**src/rtl/reg_cfg_writer.sv**
```systemverilog
// reg_cfg_writer: host-side initiator for the 8-bit addr/data/update register
// write interface. Accepts one waveform configuration, splits it into six byte
// registers, and issues one timed write cycle (setup / pulse / hold) for each
// byte that differs from the shadow copy of the register core contents.
module reg_cfg_writer #(
  parameter int SETUP_CYC = 2,  // addr/data stable with update=0 before update rises (1..255)
  parameter int PULSE_CYC = 2,  // update high time (1..255)
  parameter int HOLD_CYC  = 2   // addr/data held with update=0 after update falls (1..255)
) (
  input  logic        clk,
  input  logic        reset,
  input  logic        cfg_valid,
  output logic        cfg_ready,
  input  logic [31:0] inc_phi,
  input  logic [3:0]  occupation,
  input  logic [3:0]  waveform,
  input  logic [3:0]  bit_gain,
  input  logic        force_all,
  output logic [7:0]  addr,
  output logic [7:0]  data,
  output logic        update,
  output logic        busy,
  output logic        done
);

  localparam int NREG = 6;

  // Phase counters load PARAM-1 and count down to zero, so a phase lasts PARAM cycles.
  localparam logic [7:0] SETUP_LD = 8'(SETUP_CYC - 1);
  localparam logic [7:0] PULSE_LD = 8'(PULSE_CYC - 1);
  localparam logic [7:0] HOLD_LD  = 8'(HOLD_CYC - 1);

  typedef enum logic [2:0] {
    S_IDLE,
    S_SCAN,
    S_SETUP,
    S_PULSE,
    S_HOLD,
    S_DONE
  } state_t;

  // Register core contents after its own reset; the shadow must start from the same values.
  function automatic logic [7:0] shadow_default(input int idx);
    case (idx)
      0:       shadow_default = 8'd242;
      3:       shadow_default = 8'd82;
      default: shadow_default = 8'd0;
    endcase
  endfunction

  state_t                     r_state;
  logic                       r_ready;
  logic                       r_update;
  logic                       r_done;
  logic [7:0]                 r_addr;
  logic [7:0]                 r_data;
  logic [7:0]                 r_cnt;
  logic [2:0]                 r_idx;
  logic [NREG-1:0]            r_mask;
  logic [NREG-1:0][7:0]       r_byte;
  logic [NREG-1:0][7:0]       r_shadow;

  logic [NREG-1:0][7:0]       w_new_byte;
  logic [NREG-1:0]            w_dirty;
  logic                       w_accept;
  logic                       w_sel_found;
  logic [2:0]                 w_sel_idx;

  // Byte map of the incoming configuration.
  assign w_new_byte[0] = {occupation, waveform};
  assign w_new_byte[1] = inc_phi[7:0];
  assign w_new_byte[2] = inc_phi[15:8];
  assign w_new_byte[3] = inc_phi[23:16];
  assign w_new_byte[4] = inc_phi[31:24];
  assign w_new_byte[5] = {4'b0000, bit_gain};

  // A register needs a write if forced or if it differs from what the core holds.
  generate
    for (genvar gi = 0; gi < NREG; gi++) begin : g_dirty
      assign w_dirty[gi] = force_all || (w_new_byte[gi] != r_shadow[gi]);
    end
  endgenerate

  assign w_accept = cfg_valid && r_ready;

  // Pick the lowest pending register so writes go out in ascending address order.
  always_comb begin
    w_sel_found = 1'b0;
    w_sel_idx   = 3'd0;
    for (int i = NREG - 1; i >= 0; i--) begin
      if (r_mask[i]) begin
        w_sel_found = 1'b1;
        w_sel_idx   = 3'(i);
      end
    end
  end

  // Write sequencer: all outputs are registered so the bus sees clean, glitch-free edges.
  always_ff @(posedge clk) begin
    if (reset) begin
      r_state  <= S_IDLE;
      r_ready  <= 1'b1;
      r_update <= 1'b0;
      r_done   <= 1'b0;
      r_addr   <= 8'd0;
      r_data   <= 8'd0;
      r_cnt    <= 8'd0;
      r_idx    <= 3'd0;
      r_mask   <= '0;
      for (int i = 0; i < NREG; i++) begin
        r_byte[i]   <= 8'd0;
        r_shadow[i] <= shadow_default(i);
      end
    end else begin
      r_done <= 1'b0;
      case (r_state)
        S_IDLE: begin
          if (w_accept) begin
            r_byte  <= w_new_byte;
            r_mask  <= w_dirty;
            r_ready <= 1'b0;
            r_state <= S_SCAN;
          end
        end

        S_SCAN: begin
          if (w_sel_found) begin
            r_idx   <= w_sel_idx;
            r_addr  <= {5'b00000, w_sel_idx};
            r_data  <= r_byte[w_sel_idx];
            r_cnt   <= SETUP_LD;
            r_state <= S_SETUP;
          end else begin
            r_done  <= 1'b1;
            r_state <= S_DONE;
          end
        end

        S_SETUP: begin
          if (r_cnt == 8'd0) begin
            r_update <= 1'b1;
            r_cnt    <= PULSE_LD;
            r_state  <= S_PULSE;
          end else begin
            r_cnt <= r_cnt - 8'd1;
          end
        end

        S_PULSE: begin
          if (r_cnt == 8'd0) begin
            r_update <= 1'b0;
            r_cnt    <= HOLD_LD;
            r_state  <= S_HOLD;
          end else begin
            r_cnt <= r_cnt - 8'd1;
          end
        end

        S_HOLD: begin
          // The core has latched the byte by now, so the shadow can follow.
          if (r_cnt == 8'd0) begin
            r_mask[r_idx]   <= 1'b0;
            r_shadow[r_idx] <= r_byte[r_idx];
            r_state         <= S_SCAN;
          end else begin
            r_cnt <= r_cnt - 8'd1;
          end
        end

        S_DONE: begin
          r_ready <= 1'b1;
          r_state <= S_IDLE;
        end

        default: begin
          r_update <= 1'b0;
          r_ready  <= 1'b1;
          r_state  <= S_IDLE;
        end
      endcase
    end
  end

  assign cfg_ready = r_ready;
  assign busy      = !r_ready;
  assign addr      = r_addr;
  assign data      = r_data;
  assign update    = r_update;
  assign done      = r_done;

endmodule

```
**config.mk**
```make
export PLATFORM = sky130hd
export DESIGN_NAME = reg_cfg_writer
export DESIGN_NICKNAME = d
export VERILOG_FILES = /design/src/rtl/reg_cfg_writer.sv
export SDC_FILE = /design/constraint.sdc
export NUM_CORES = 1
export LEC_CHECK = 0
export CAP_MARGIN = 25
export CORE_MARGIN = 2
export CORE_UTILIZATION = 37
export DETAILED_ROUTE_END_ITERATION = 7
export GPL_TIMING_DRIVEN = 1
export PLACE_DENSITY = 0.66
export SLEW_MARGIN = 20
export SYNTH_ARGS = -nofsm -noshare
export SYNTH_HDL_FRONTEND = slang
export SYNTH_SLANG_ARGS = --single-unit
export TNS_END_PERCENT = 1
```
**constraint.sdc**
```tcl
create_clock -name clk -period 2.65 [get_ports clk]
set_input_delay 0.3975 -clock clk [delete_from_list [all_inputs] [get_ports clk]]
set_output_delay 0.3975 -clock clk [all_outputs]
set_load 0.02 [all_outputs]
```
==> metrics.txt, run 1 <==
outcome=finished, final reports clean; TritonCTS clock tree=yes; number of diodes=0; maximum fanout along the worst path=6; R2R setup slack=370 ps; register area share after synthesis=41.2%; CP startpoint kind=flip-flop; Max-Slew Margin vs Limit=36.8%; Die X=131 um; core area=15800 sq um; number of buffers added on ports=62; Fin. Hold Viols=0; DR vias/cell=5.34; initial antenna violation count=0; Worst VDD drop=513 uV; max-slew violations=0; PwrDens=1050 nW/um^2; hold_ws=406 ps; Clock Pin Slew Worst Setup and Hold Paths=50 ps; DRT iter0 DRCs=390; GRT Total Usage=20.4%; global route total overflow=0; synthesized area=5980 sq um; Synth Instances=720; RSZ-0062 raised after global routing=no; nets=831; Tot Pwr=7.90 mW; Post-synth EDFFs=0; CTS Buffer Depth=2; synthesized area per cell=8.31 sq um; Tmin final=2280 ps; Leak=2.68 nW; Max Cap Viol=0; fill cell count=1570; area added between synthesis and finish=26.4%; number of global-route vias before repair=5112; WP data required=2960 ps; Ys Warns=0; DR pass1 iterations=5; hold buffer count at cts=0; Hold Crit Class=in2reg; CTS Sinks=123; #FFs+latches synth=123; post-route ant nets=0; worst-margin pin slew=939 ps; clock skew=7.26 ps; GPL Wtd Cong=0.873; Setup violations, final=0; DR WL/cell=17.1 um; Post CTS Setup Buffer Count=0; Clock Latency Late Sink=420 ps; share of cells above drive strength 1=10.8%; period utilization=86.1%; Final Cell Area=7560 sq um; Worst Setup End Kind=flip-flop; Die Y=131 um; dpl hpwl=12.4 mm; H-tree depth=4; Rows=46; Synth cell types=61; CTS Root Cell=clkbuf_16; Die ar.=17200 sq um; DRC viols=0; Ports=68; CTS buffer count=17; FMAX=438 MHz; Initial Util=37.8%; pin count of the biggest net entering global routing=50; first-pass GRT wire length=27.6 mm; Async SR Flop Fraction=0%; WS Path Type=reg2reg; Detailed Route WL=17.3 mm; Setup TNS=0 ps; Arrival @ worst endpoint=2590 ps; Placement Cell Area=6850 sq um; via count=5397; top_reg_cell synth=dfxtp_1; PostCTS Resize Cnt=0
[where the power goes]
part,switching [mW],internal (mW)
combinational,1.59,1.05
sequential,0.378,2.16
clock,0.835,1.89
[state kept, by name (all words and copies together) (netlist names)]
name	cells
data	8
r_state	3
r_cnt	8
addr	3
r_byte	44
update	1
r_mask	6
cfg_ready	1
r_shadow	48
done	1
[cells in the mapped netlist, drive strengths merged, types with 5 or more instances]
| master | count | share of area (%) |
|---|---|---|
| nand2 | 131 | 8.3 |
| dfxtp | 123 | 41 |
| a21oi | 76 | 6.4 |
| nor2 | 58 | 3.7 |
| o21ai | 37 | 3.1 |
| xnor2 | 35 | 5.1 |
| clkbuf | 27 | 1.7 |
| nand3 | 27 | 2.3 |
| mux2i | 25 | 4.2 |
| buf | 20 | 1.9 |
| xor2 | 15 | 2.2 |
| a211o | 12 | 1.8 |
| inv | 10 | 0.63 |
| nor2b | 10 | 1.0 |
| a31oi | 7 | 0.73 |
| and2 | 6 | 0.63 |
| nor4 | 6 | 0.98 |
| mux2 | 5 | 0.94 |
| mux4 | 5 | 1.9 |
| nand2b | 5 | 0.52 |
| nand4 | 5 | 0.52 |
| nor3 | 5 | 0.69 |
| o211ai | 5 | 0.63 |
| o41ai | 5 | 0.73 |
[critical path, stage by stage, from the launching register on]
cell and delay [ps]:
dfxtp_1 520, buf_4 220, mux4_2 500, inv_1 70
o21ai_0 310, nor2b_1 280, a211o_1 260
[worst paths after layout]
kind	depth (start not counted)	from	end
worst max-delay path	6	addr[0]$_SDFFE_PP0P_	r_shadow[4]$_SDFFE_PP1P_
worst min-delay path	2	reset	addr[2]$_SDFFE_PP0P_
worst max register to register	6	addr[0]$_SDFFE_PP0P_	r_shadow[4]$_SDFFE_PP1P_
worst min register to register	1	r_shadow[46]$_SDFFE_PP0P_	r_shadow[46]$_SDFFE_PP0P_
[area by class of cell]
type	instances	area [sq um]	area share, %
well taps	216	270	3.58
clock inverters	10	209	2.76
flip-flops and latches	123	2460	32.6
inverters	10	37.5	0.497
multi-input cells	544	3280	43.4
repair buffers	85	803	10.6
clock buffers	22	494	6.54
[layout by cell type (no fill, tap or decap), types with 10 or more instances in the layout]
cell	n
clkbuf_16	17
clkdlybuf4s50_1	61
nand2_1	129
dfxtp_1	123
o21ai_0	35
buf_4	23
xor2_1	15
mux2i_1	25
nor2_1	56
a21oi_1	76
nor2b_1	10
inv_1	10
nand3_1	26
xnor2_1	35
a211o_1	12
[metal layers]
layer,part of all wire [%],GRT usage (%)
met5,0,0
met4,2.4,7.61
met3,7.0,4.28
met2,45,31.9
met1,45,27.6
[cell families (layout without fill, tap and decap cells)]
family	Yosys count	in the layout	synth area share, %
AO/OA/AOI/OAI	180	180	18.6
XOR/XNOR	50	50	7.32
adder cells (fa/ha/maj)	2	2	0.418
buffers and inverters	57	127	4.23
flip-flops	123	123	41.2
multiplexers	35	35	7.01
other	1	5	0.0627
AND/OR/NAND/NOR	272	272	21.2
[metrics by stage]
step                      worst slack (ps)  util [%]  cells
after CTS                              377      47.7   1010
after detailed placement               412      43.3    978
after floorplan                        672         -    724
after global placement                 391      43.3    978
after global routing                   205      47.7   1010
final                                  369      47.7   1010
Power figures use the tool's default switching activity.
==> run 2, diff against run 1 <==
RECOVER_POWER = 25   (was unset)
==> run 2 against run 1 <==
  * Core utilization shrank 0.18 points
  * Largest power group unchanged
  * Sequential share of layout area grew 0.12 points
  * Cell count is the same
  * Hold slack gained 4.1 ps
  * Clock skew is essentially flat
  * Die area is the same
  * Power shrank 0.84%
  * Non-clock buffer count is the same
  * Maximum frequency shrank 1.8%
==> metrics.txt, run 2 (synthesis results as in run 1) <==
Max-Slew Margin vs Limit=35.0%; CP startpoint kind=flip-flop; Place WS=412 ps; nets=831; CTS buffer count=17; GPL Wtd Cong=0.873; WP data required=3000 ps; Worst Setup End Kind=flip-flop; Setup violations, final=0; number of buffers added on ports=62; Die ar.=17200 sq um; Die X=131 um; DRC viols=0; number of diodes=0; Detailed Route WL=17.4 mm; multi-input logic area=3280 sq um; Leak=2.70 nW; top flop regs=r_shadow: 48 flops, r_byte: 44 flops; via count=5401; area added between synthesis and finish=25.9%; period utilization=87.6%; WS Path Type=reg2reg; Placed Cells=978; Tmin final=2320 ps; number of global-route vias before repair=5112; DR WL/cell=17.2 um; fill cell count=1577; DR pass1 iterations=5; Ports=68; GRT Total Usage=20.4%; CTS Root Cell=clkbuf_16; core area=15800 sq um; Clock Latency Late Sink=420 ps; max reg flops=48; Clock Pin Slew Worst Setup and Hold Paths=60 ps; most frequent cells in the layout=nand2_1, dfxtp_1, a21oi_1, nor2_1, clkdlybuf4s50_1; maximum fanout along the worst path=49; CTS Sinks=123; DRT iter0 DRCs=396; Initial Util=37.8%; clock skew=6.81 ps; FF-to-FF path depth=6; hold buffer count at cts=0; Arrival @ worst endpoint=2670 ps; Hold Crit Class=in2reg; Setup TNS=0 ps; global route total overflow=0; max-slew violations=0; FMAX=431 MHz; first-pass GRT wire length=27.6 mm; Post CTS Setup Buffer Count=0; RSZ-0062 raised after global routing=no; worst-margin pin slew=965 ps; DR vias/cell=5.35; Reg area=2460 sq um; Largest Register=r_shadow; H-tree depth=4; Worst Hold Depth=2; Die Y=131 um; initial antenna violation count=0; outcome=finished, final reports clean; post-route ant nets=0; Fin. Hold Viols=0; share of cells above drive strength 1=10.3%; dpl hpwl=12.4 mm; final cell count without fillers=1010; Rows=46; pin count of the biggest net entering global routing=50; CTS Buffer Depth=2; PnR worst setup slack=328 ps; TritonCTS clock tree=yes; PwrDens=1040 nW/um^2; Worst VDD drop=512 uV; PostCTS Resize Cnt=0; commonest non-fill, non-tap cell in the layout=nand2_1; Max Cap Viol=0
-- run 2: metal layers --
metal  wire length, um  vias up  track usage [%]
li1                  -     2642                -
met3              1180       35             4.28
met2              7890      187             31.9
met1              7940     2537             27.6
met5                 0        -                0
met4               391        0             7.61
-- run 2: critical path, stage by stage (launching register included) --
cell and delay, ps:
dfxtp_1 300, clkbuf_1 320, nor4b_1 540, and2_1 200, clkbuf_4 510, o41ai_1 210, a21oi_1 150
-- run 2: through the flow --
stage          hold WS, ps  util, %  instance area [sq um]  total power [mW]
2_1_floorplan          421        -                   6000              4.23
3_3_place_gp           439     43.3                   6850              5.13
3_5_place_dp           438     43.3                   6850              5.15
4_1_cts                399     47.7                   7560              7.90
5_1_grt                439     47.6                   7530              8.23
6_report               410     47.6                   7530              7.83
-- run 2: path summary, 6_finish.rpt --
kind	start	endpoint	slack (ps)
worst max-delay path	r_state[2]$_SDFFE_PP0P_	r_mask[1]$_SDFFE_PP0P_	330
worst min-delay path	reset	addr[2]$_SDFFE_PP0P_	410
worst max register to register	r_state[2]$_SDFFE_PP0P_	r_mask[1]$_SDFFE_PP0P_	330
worst min register to register	r_shadow[46]$_SDFFE_PP0P_	r_shadow[46]$_SDFFE_PP0P_	450
-- run 2: where the power goes --
part,internal [mW],switching (mW)
combinational,0.995,1.58
sequential,2.16,0.377
clock,1.89,0.834
total,5.04,2.79
-- run 2: final cells by class --
cell class,count,area share [%]
Clock buffer,22,6.56
Clock inverter,10,2.78
Inverter,10,0.499
Multi-Input combinational cell,544,43.5
Sequential cell,123,32.7
Tap cell,216,3.59
Timing Repair Buffer,85,10.4
==> run 3, diff against run 2 <==
PLACE_DENSITY = 0.69   (was 0.66)
clock period = 2.1 ns   (was 2.65 ns; I/O delays follow)
==> run 3 against run 2 <==
  * Core utilization increased by 1.3 points
  * Combinational power increased by 42%
  * Cell count increased by 3.3%
  * First-iteration DRC count increased by 18%
  * Count of clock-buffer cells in the layout decreased by 3
  * Hold slack got worse by 260 ps
  * Die area unchanged
  * Non-clock buffer count increased by 33
  * Cell area increased by 2.8%
  * Global-route usage about the same
  * Sequential cell count unchanged
  * Largest cell class unchanged
==> metrics.txt, run 3 (synthesis results as in run 1) <==
Setup violations, final=0; via count=5513; final core occ=48.9%; Critical path origin=addr[1]$_SDFFE_PP0P_; Clock Pin Slew Worst Setup and Hold Paths=50 ps; R2R setup slack=70 ps; global route total overflow=0; Post CTS Setup Buffer Count=0; Largest Register=r_shadow; share of cells above drive strength 1=14.3%; Top delay family on crit path=buffers and inverters; Max Cap Viol=0; Worst Setup End Kind=output port; instance count on the critical path=1; Arrival @ worst endpoint=1720 ps; Worst path max stage delay=700 ps; Tmin final=2030 ps; Setup TNS=0 ps; H-tree depth=4; worst-margin pin slew=579 ps; Rows=46; Leak=2.83 nW; dpl hpwl=12.7 mm; most frequent cells in the layout=nand2_1, dfxtp_1, a21oi_1, nor2_1, buf_4; CTS Root Cell=clkbuf_16; TritonCTS clock tree=yes; multi-input logic area=3290 sq um; Die ar.=17200 sq um; period utilization=96.8%; FF-to-FF path depth=7; Placed Cells=1011; Initial Util=37.8%; DRT iter0 DRCs=468; Reg-to-Reg Start=r_cnt[1]$_SDFFE_PP0P_; outcome=finished, final reports clean; Die X=131 um; max-slew violations=0; Worst VDD drop=759 uV; GRT Total Usage=20.3%; WP data required=1780 ps; DR vias/cell=5.29; Max-Slew Margin vs Limit=61.4%; nets=864; CP startpoint kind=flip-flop; crit path buf inv count=1; WS Path Type=reg2out; Worst Hold Depth=2; Detailed Route WL=17.4 mm; post-route ant nets=0; CTS Sinks=123; Cell Chain, Critical Path=clkdlybuf4s50_1; DR pass1 iterations=5; Clock Latency Late Sink=420 ps; initial antenna violation count=0; Worst Hold End=addr[2]$_SDFFE_PP0P_; final cell count without fillers=1043; Reg area=2460 sq um; hold_ws=153 ps; CTS buffer count=17; Worst Hold Launch=reset; number of buffers added on ports=62; area added between synthesis and finish=29.4%; DR WL/cell=16.7 um; GPL Wtd Cong=0.926; first-pass GRT wire length=27.6 mm; Fin. Hold Viols=0; PwrDens=1260 nW/um^2; Crit Reg-Reg Endpoint=r_cnt[1]$_SDFFE_PP0P_; FMAX=492 MHz; RSZ-0062 raised after global routing=yes; slowest library cell on the worst path=clkdlybuf4s50_1; DRC viols=0; Die Y=131 um; max reg flops=48; top flop regs=r_shadow: 48 flops, r_byte: 44 flops; Ports=68; pin count of the biggest net entering global routing=62; number of diodes=0; fill cell count=1526; CTS Buffer Depth=2; commonest non-fill, non-tap cell in the layout=nand2_1; Hold Crit Class=in2reg; number of global-route vias before repair=5129; clock skew=5.43 ps; core area=15800 sq um; maximum fanout along the worst path=9
run 3: cell count changes in the layout (fill, tap and decap cells not counted), moves of 2 or more:
cell / delta
dfxtp_1: -2
dfxtp_2: +2
bufinv_16: -3
o311ai_1: +4
clkbuf_8: -5
buf_12: +4
clkinv_4: +2
buf_4: +31
o311ai_0: -4
run 3: final cells by class:
class                   count  share of cell area (%)
multi-input cells         544                    42.4
clock buffers              19                    5.59
well taps                 216                    3.49
flip-flops and latches    123                    31.8
inverters                  10                   0.485
repair buffers            118                    14.0
clock inverters            13                    2.18
run 3: metal layers:
metal	global-route usage (%)	share of wire, %	wire length (um)
met5	0	0	0
met4	10.3	3.7	649
met3	5.17	6.0	1050
met2	30.4	44	7670
met1	27.2	46	8040
run 3: what timing repair did:
item,in CTS,in global routing
gates resized for setup,3,7
pin swaps,0,0
endpoints found under the setup margin,3,21
hold buffers,0,0
run 3: per-stage QoR:
stage | power (mW) | instance area (sq um) | setup slack, ps
after floorplan | 5.33 | 6000 | 122
after global placement | 6.79 | 7140 | -25.7
after detailed placement | 6.82 | 7140 | -52.3
after CTS | 9.80 | 7750 | 19.7
after global routing | 10.3 | 7740 | -80.1
final | 9.77 | 7740 | 66.2
run 3: how the worst max path moves through the flow:
stage / end
final: addr[1]
after global routing: r_mask[0]$_SDFFE_PP0P_
after CTS: addr[0]
after detailed placement: r_shadow[1]$_SDFFE_PP1P_
after global placement: r_shadow[1]$_SDFFE_PP1P_
after floorplan: r_shadow[5]$_SDFFE_PP1P_
run 3: worst reg2reg max path, stage by stage, from the launching register on:
cell      delay (ps)
dfxtp_1          330
inv_1             80
ha_1             160
nor3b_1          310
buf_4            190
a21oi_1          180
or3_1            460
a211oi_1         240
run 3: report_power, final:
| part | internal (mW) | switching (mW) |
|---|---|---|
| combinational | 1.56 | 2.11 |
| sequential | 2.72 | 0.412 |
| clock | 1.88 | 1.09 |
